[config.mk]
export PLATFORM = sky130hd
export DESIGN_NAME = serial_add_sequencer
export DESIGN_NICKNAME = d
export VERILOG_FILES = /design/src/rtl/serial_add_pkg.sv /design/src/rtl/serial_add_shreg.sv /design/src/rtl/serial_add_sequencer.sv
export SDC_FILE = /design/constraint.sdc
export NUM_CORES = 1
export LEC_CHECK = 0
export CAP_MARGIN = 20
export CORE_UTILIZATION = 46
export DETAILED_ROUTE_END_ITERATION = 7
export PLACE_DENSITY = 0.8
export SKIP_LAST_GASP = 1
export SLEW_MARGIN = 20
export SYNTH_ARGS = -nofsm -noshare
export SYNTH_HDL_FRONTEND = slang
export SYNTH_HIERARCHICAL = 1
export SYNTH_SLANG_ARGS = --single-unit
[constraint.sdc]
create_clock -name i_clk -period 1.7 [get_ports i_clk]
set_input_delay 0.17 -clock i_clk [delete_from_list [all_inputs] [get_ports i_clk]]
set_output_delay 0.17 -clock i_clk [all_outputs]
set_load 0.005 [all_outputs]
[src/rtl/serial_add_pkg.sv]
// rtl/serial_add_pkg.sv - shared types and constants for the serial adder sequencer
package serial_add_pkg;

  localparam int DEFAULT_WIDTH = 8;

  typedef enum logic [2:0] {
    IDLE  = 3'd0,
    CLR   = 3'd1,
    SHIFT = 3'd2,
    DRAIN = 3'd3,
    DONE  = 3'd4
  } state_t;

  // Counter must be able to hold WIDTH-1 with headroom for any WIDTH >= 2.
  function automatic int cnt_width(input int width);
    return $clog2(width) + 1;
  endfunction

endpackage

[src/rtl/serial_add_shreg.sv]
// rtl/serial_add_shreg.sv - right-shifting register with parallel load and serial in/out
module serial_add_shreg
  import serial_add_pkg::*;
#(
  parameter int WIDTH = DEFAULT_WIDTH
) (
  input  logic             i_clk,
  input  logic             i_reset,
  input  logic             i_load,
  input  logic [WIDTH-1:0] i_load_data,
  input  logic             i_shift,
  input  logic             i_ser_in,
  output logic [WIDTH-1:0] o_par,
  output logic             o_ser_out
);

  logic [WIDTH-1:0] r_data;

  // Load has priority; a shift moves toward the LSB and inserts the serial bit at the MSB.
  always_ff @(posedge i_clk) begin
    if (i_reset) begin
      r_data <= '0;
    end else if (i_load) begin
      r_data <= i_load_data;
    end else if (i_shift) begin
      r_data <= {i_ser_in, r_data[WIDTH-1:1]};
    end
  end

  assign o_par     = r_data;
  assign o_ser_out = r_data[0];

endmodule

[src/rtl/serial_add_sequencer.sv]
// rtl/serial_add_sequencer.sv - drives one WIDTH-bit add through a Moore serial adder; optional SERADD_CHECK_EN self-check
module serial_add_sequencer
  import serial_add_pkg::*;
#(
  parameter int WIDTH = DEFAULT_WIDTH
) (
  input  logic             i_clk,
  input  logic             i_reset,
  input  logic             i_start,
  input  logic [WIDTH-1:0] i_op_a,
  input  logic [WIDTH-1:0] i_op_b,
  output logic             o_busy,
  output logic             o_done,
  output logic [WIDTH-1:0] o_sum,
  output logic             o_cout,
  output logic             o_ser_rst,
  output logic             o_ser_a,
  output logic             o_ser_b,
  input  logic             i_ser_y,
  input  logic             i_ser_cout,
  output logic             o_err
);

  localparam int CW = cnt_width(WIDTH);

  state_t           r_state;
  state_t           w_next;
  logic [CW-1:0]    r_cnt;
  logic [WIDTH-1:0] r_sum;
  logic             r_cout;

  logic             w_accept;
  logic             w_shift_ops;
  logic             w_sum_shift;
  logic             w_finish;
  logic             w_last_bit;
  logic             w_a_ser;
  logic             w_b_ser;
  logic [WIDTH-1:0] w_sum_par;
  logic [WIDTH-1:0] w_sum_final;
  logic             w_unused_sum_ser;
  logic [WIDTH-1:0] w_unused_a_par;
  logic [WIDTH-1:0] w_unused_b_par;
  logic             w_unused_bits;

  assign w_accept    = (r_state == IDLE) && i_start;
  assign w_shift_ops = (r_state == SHIFT);
  // The adder output is one cycle behind its inputs, so the first SHIFT cycle has nothing to collect.
  assign w_sum_shift = ((r_state == SHIFT) && (r_cnt != '0)) || (r_state == DRAIN);
  assign w_finish    = (r_state == DRAIN);
  assign w_last_bit  = (r_cnt == CW'(WIDTH - 1));
  // The DRAIN bit lands in the MSB on the same edge the result is published.
  assign w_sum_final = {i_ser_y, w_sum_par[WIDTH-1:1]};
  assign w_unused_bits = w_unused_sum_ser ^ w_sum_par[0];

  serial_add_shreg #(.WIDTH(WIDTH)) u_shreg_a (
    .i_clk       (i_clk),
    .i_reset     (i_reset),
    .i_load      (w_accept),
    .i_load_data (i_op_a),
    .i_shift     (w_shift_ops),
    .i_ser_in    (1'b0),
    .o_par       (w_unused_a_par),
    .o_ser_out   (w_a_ser)
  );

  serial_add_shreg #(.WIDTH(WIDTH)) u_shreg_b (
    .i_clk       (i_clk),
    .i_reset     (i_reset),
    .i_load      (w_accept),
    .i_load_data (i_op_b),
    .i_shift     (w_shift_ops),
    .i_ser_in    (1'b0),
    .o_par       (w_unused_b_par),
    .o_ser_out   (w_b_ser)
  );

  serial_add_shreg #(.WIDTH(WIDTH)) u_shreg_sum (
    .i_clk       (i_clk),
    .i_reset     (i_reset),
    .i_load      (1'b0),
    .i_load_data ({WIDTH{1'b0}}),
    .i_shift     (w_sum_shift),
    .i_ser_in    (i_ser_y),
    .o_par       (w_sum_par),
    .o_ser_out   (w_unused_sum_ser)
  );

  // State register.
  always_ff @(posedge i_clk) begin
    if (i_reset) r_state <= IDLE;
    else         r_state <= w_next;
  end

  // Next-state decode; SHIFT lasts until the bit counter has seen WIDTH-1.
  always_comb begin
    w_next = r_state;
    case (r_state)
      IDLE:    if (i_start) w_next = CLR;
      CLR:     w_next = SHIFT;
      SHIFT:   if (w_last_bit) w_next = DRAIN;
      DRAIN:   w_next = DONE;
      DONE:    w_next = IDLE;
      default: w_next = IDLE;
    endcase
  end

  // Moore outputs; serial operand bits are only driven while shifting.
  always_comb begin
    o_busy    = 1'b0;
    o_done    = 1'b0;
    o_ser_a   = 1'b0;
    o_ser_b   = 1'b0;
    o_ser_rst = i_reset;
    case (r_state)
      CLR: begin
        o_busy    = 1'b1;
        o_ser_rst = 1'b1;
      end
      SHIFT: begin
        o_busy  = 1'b1;
        o_ser_a = w_a_ser;
        o_ser_b = w_b_ser;
      end
      DRAIN:   o_busy = 1'b1;
      DONE:    o_done = 1'b1;
      default: ;
    endcase
  end

  // Bit counter: cleared in CLR, advances once per SHIFT cycle.
  always_ff @(posedge i_clk) begin
    if (i_reset || (r_state == CLR)) r_cnt <= '0;
    else if (r_state == SHIFT)       r_cnt <= r_cnt + CW'(1);
  end

  // Result registers hold the previous answer until the next operation completes.
  always_ff @(posedge i_clk) begin
    if (i_reset) begin
      r_sum  <= '0;
      r_cout <= 1'b0;
    end else if (w_finish) begin
      r_sum  <= w_sum_final;
      r_cout <= i_ser_cout;
    end
  end

  assign o_sum  = r_sum;
  assign o_cout = r_cout;

`ifdef SERADD_CHECK_EN
  logic [WIDTH:0] r_ref;
  logic           r_err;

  // Parallel reference captured with the operands; sticky mismatch flag set when the result publishes.
  always_ff @(posedge i_clk) begin
    if (i_reset) begin
      r_ref <= '0;
      r_err <= 1'b0;
    end else if (w_accept) begin
      r_ref <= {1'b0, i_op_a} + {1'b0, i_op_b};
      r_err <= 1'b0;
    end else if (w_finish && (r_ref != {i_ser_cout, w_sum_final})) begin
      r_err <= 1'b1;
    end
  end

  assign o_err = r_err;
`else
  assign o_err = 1'b0;
`endif

endmodule

Yosys cells after proc, flatten, opt, wreduce, memory -nomap -nowiden

Index checks and enable logic that the tools add are counted.
Widths: inputs -> output; s select.

Memories kept: 0
Logic and storage cells: 36
Output and inout bits: 15
Bits of input ports: 21
Bits in writable memories: 0
Bits in registers: 40
Memory bits (read-only): 0
Latch bits: 0

Bitwise operators: 0
Divide/modulo/power cells: 0
Reduce and logical (&&, ||, !) cells: 9
$lt $le $gt $ge: 0
Multiplexer cells: 12
Shifts and indexed selects: 0
Multipliers: 0
Add/sub/neg operators: 1
Equality and inequality tests: 7

Operator list:

| kind                | number |
|---|---|
| $mux 8              | 4 |
| $pmux 3 s4          | 1 |
| $eq 3x2->1 const B  | 2 |
| $mux 3              | 2 |
| $mux 1              | 5 |
| $add 4x1->4 const B | 1 |
| $eq 4x3->1 const B  | 1 |
| $ne 2x2->1 const B  | 2 |
| $reduce_bool 4->1   | 1 |
| $eq 3x1->1 const B  | 1 |
| $eq 3x3->1 const B  | 1 |
| $logic_not 3->1     | 1 |
| $reduce_or 3->1     | 1 |
| $logic_and 1x1->1   | 2 |
| $logic_or 1x1->1    | 2 |
| $reduce_and 2->1    | 1 |
| $reduce_bool 2->1   | 1 |

Logic depth before layout (Yosys ltp)

Depth in word-level cells: 3
Depth in mapped cells: 7
Mapped depth without buffers: 6

By module

The synthesis kept the hierarchy.

Modules (own cells, without submodules):

| module               | area an instance (sq um) | sequential area each (sq um) | instances | cells an instance |
|---|---|---|---|---|
| serial_add_shreg     | 376.6                    | 160.2                        | 3         | 36 |
| serial_add_sequencer | 729.4                    | 320.3                        | 1         | 80 |

Worst setup path after synthesis

OpenSTA, ideal clock, no wires.

Path type: flip-flop to flip-flop
Start: reg r_state[1]
End: reg u_shreg_a.r_data[0] (netlist: u_shreg_a/o_par[0])
Library setup time: 0.086 ns
Stages on the path, launching flop included: 6
Arrival time: 1.674 ns
Path slack: -0.059 ns
Period minus slack after synthesis: 1.759 ns
Buffers on the path: 1
Required time: 1.614 ns
Cells stage by stage: dfxtp_1 buf_6 nand2b_1 nor3_1 inv_2 a211oi_1

Longest elaborated chain between the ends: 3
Elaborated cells on any way between the ends: 5
Classes of those cells: 1 x eq/ne; 1 x mux; 3 x reduce/logical

RTL lines:

| item                                        | RTL line                   | source |
|---|---|---|
| start, declared                             | serial_add_sequencer.sv:26 | `state_t r_state;` |
| start signal, assigned                      | serial_add_sequencer.sv:92 | `else r_state <= w_next;` |
| $logic_not 3->1 (*)                         | serial_add_sequencer.sv:46 | `assign w_accept = (r_state == IDLE) && i_start;` |
| $logic_and 1x1->1 (*)                       | serial_add_sequencer.sv:46 |  |
| via w_accept                                | serial_add_sequencer.sv:32 | `logic w_accept;` |
| $mux 8 or $reduce_bool 2->1 (tied branches) | n/a                        |  |
| end signal, assigned                        | serial_add_shreg.sv:24     | `r_data <= i_load_data;` |
| end signal, assigned                        | serial_add_shreg.sv:26     | `r_data <= {i_ser_in, r_data[WIDTH-1:1]};` |
| end, declared                               | serial_add_shreg.sv:17     | `logic [WIDTH-1:0] r_data;` |

Mark *: on every way through the listed nets, which the timed path passes. The rest lies on a longest branch.
A chain may end at the register's enable or synchronous reset.

Worst setup path in the final report

Start: reg r_state[0]
End: reg u_shreg_sum.r_data[4] (netlist: u_shreg_sum/o_par[4])

Longest elaborated chain between the ends: 3
Elaborated cells on any way between the ends: 4
Classes of those cells: 2 x eq/ne; 2 x reduce/logical

RTL lines:

| item                 | RTL line                   | source |
|---|---|---|
| $eq 3x2->1           | serial_add_sequencer.sv:49 | `assign w_sum_shift = ((r_state == SHIFT) && (r_cnt != '0)) \|\| (r_state == DRAIN);` |
| $logic_and 1x1->1    | serial_add_sequencer.sv:49 |  |
| $logic_or 1x1->1 (*) | serial_add_sequencer.sv:49 |  |
| via w_sum_shift      | serial_add_sequencer.sv:34 | `logic w_sum_shift;` |
| end signal, assigned | serial_add_shreg.sv:24     |  |
| end signal, assigned | serial_add_shreg.sv:26     |  |
| end, declared        | serial_add_shreg.sv:17     |  |

Marked as above.

==> flow_summary.toml <==
[route]
postRouteAntennaNets = 0
viasPerCell = 4.87
vias = 1384
dr.pass1.iters = 4
drcViolationCount = 0
wl_per_cell_um = 11.6
drtIter0Drc = 84
wirelength_um = 3280

[timing]
setup_viol = 0
report.final.slew_viol_count = 0
timing.setup.tns_ps = 0
post-route-min-period_ps = 1630
fin_crit_sh = 0.956
final-hold-violation-count = 0
fmax_ghz = 0.615
rsz0062_at_grt = "false"
setup_ws_ps = 74.9
timing.clock.skew_ps = 8.13

[power]
ir_worst_vdd_uv = 455
power.leakage_nw = 0.960
power.density_nw_per_um2 = 881

[placed_design]
port_buffers = 34
pre_cts_ws_ps = 84.4
hpwl_um = 2220
gp_congestion = 0.771

[clock_tree]
root_buffer = "clkbuf_8"
ctsHoldBuffers = 0
numCtsBuffers = 5
clk_pin_slew_ps = 70
clock_sinks = 39
clk-insertion-delay-late_ps = 280
cts_tree = "done"
htreeDepth = 2
clk_path_buf_depth = 2

[setup_path]
endpoint = "u_shreg_sum/o_par[4]"
crit_arrival_ps = 1780
endpoint_kind = "flip-flop"
reg2reg_to = "u_shreg_sum/o_par[4]"
required_ps = 1850
critical-path-slowest-cell = "or3b_4"
critPathKind = "flip-flop to flip-flop"
reg2reg_depth = 6
path_max_fanout = 7
worstReg2RegStart = "r_state[0]"
path_cells = "or3b_4 -> buf_4 -> o21ai_2 -> buf_6 -> mux2i_2 -> a211oi_2"
cp-startpoint = "r_state[0]"
r2r_slack_ps = 70
slowest_delay_ps = 400
cp-start-kind = "flip-flop"

[min_path]
holdCritStartpoint = "i_op_b[3]"
hold_path_class = "input port to flip-flop"

[synthesis]
syn_area_sq_um = 1790
yosys_warnings = 6
syn_avg_cell_area_sq_um = 9.91
synthCells = 181

[grt]
grt_antenna_before_repair = 0
grt_max_degree = 37
gr-total-overflow = 0
grt_pass1_vias = 1188
grt_usage = 0.165
grt_pass1_wl_um = 5330

[layout]
syn2layout_area_growth_pct = 31.8
fill_cells = 318
nNetsFinal = 259
drive_gt1_frac = 0.114
antenna_cells = 0

[outcome]
status = "finished, final reports clean"

[run]
cap_violations = 0

[die]
io_pins = 36
rows = 22
fp.dieW_um = 64.4
start_util = 0.486
die_h_um = 64.4
die_area_sq_um = 4150
core_area_sq_um = 3690
==> final cells by class <==
class	instances	area, sq um	share of cell area
multi-input combinational	141	985	0.417
sequential	39	782	0.331
timing repair buffer	43	410	0.174
clock buffer	6	72.6	0.0307
tap	48	60.1	0.0254
clock inverter	1	30.0	0.0127
inverter	6	22.5	0.00953
==> worst max-delay path: cells and delay by family (launching register included) <==
family / cells / cell delay (ps)
mux: 1 / 230
buf+inv: 2 / 330
simple gates: 1 / 400
compound gates: 2 / 230
flops: 1 / 310
==> repair_timing <==
item	CTS	global route
resized for setup	4	9
gates cloned	0	0
pin swaps	1	1
buffers inserted	1	0
endpoints found under the setup margin	3	9
==> routing by layer <==
metal	routed length [um]	track usage	vias up
met2	1460	0.250	22
met1	1710	0.229	633
li1	-	-	727
met3	85	0.0317	2
met4	30	0.0667	0
met5	0	0	-
==> where the power goes <==
group / internal [mW] / leakage (nW) / total (mW) / switching (mW)
Clock: 0.430 / 0.0513 / 0.716 / 0.287
Combinational: 0.187 / 0.588 / 0.343 / 0.157
Sequential: 0.982 / 0.321 / 1.02 / 0.0394
Total: 1.60 / 0.960 / 2.08 / 0.483
==> worst min path at each step <==
| stage | cells past startpoint | end |
|---|---|---|
| 2_1_floorplan | 1 | r_cnt[2] |
| 3_3_place_gp | 2 | o_cout |
| 3_5_place_dp | 2 | o_sum[0] |
| 4_1_cts | 3 | u_shreg_b/o_par[3] |
| 5_1_grt | 3 | u_shreg_a/o_par[2] |
| 6_report | 3 | u_shreg_b/o_par[3] |
==> cells in the final DEF (no fill, tap or decap), types with 2 or more instances in the layout <==
master            n
a211oi_1         22
ha_1              2
o21ai_0           3
nor2b_1          23
clkdlybuf4s50_1  30
nor2_1           11
clkbuf_8          5
buf_4             8
mux2i_1          31
inv_1             2
dlygate4sd2_1     3
inv_2             4
nand2_1           4
dfxtp_1          38
and2_1            3
conb_1           18
nor3b_1           2
a21oi_1           5
==> flip-flops by register name (all words and copies together) (netlist names) <==
| signal | count |
|---|---|
| u_shreg_a/o_par | 8 |
| r_state | 3 |
| o_sum | 8 |
| o_cout | 1 |
| u_shreg_sum/o_par | 7 |
| r_cnt | 4 |
| u_shreg_b/o_par | 8 |
==> stage by stage <==
step                      std cells  total power, mW   util  area [sq um]  hold WS [ps]
after detailed placement        276             1.37  0.605          2230           482
after global routing            284             2.19  0.640          2360           489
final                           284             2.08  0.640          2360           485
after CTS                       284             2.09  0.634          2340           486
after global placement          276             1.36  0.605          2230           477
after floorplan                 198             1.26      -          1860           239
No activity file was read; power rests on OpenSTA's default activity.
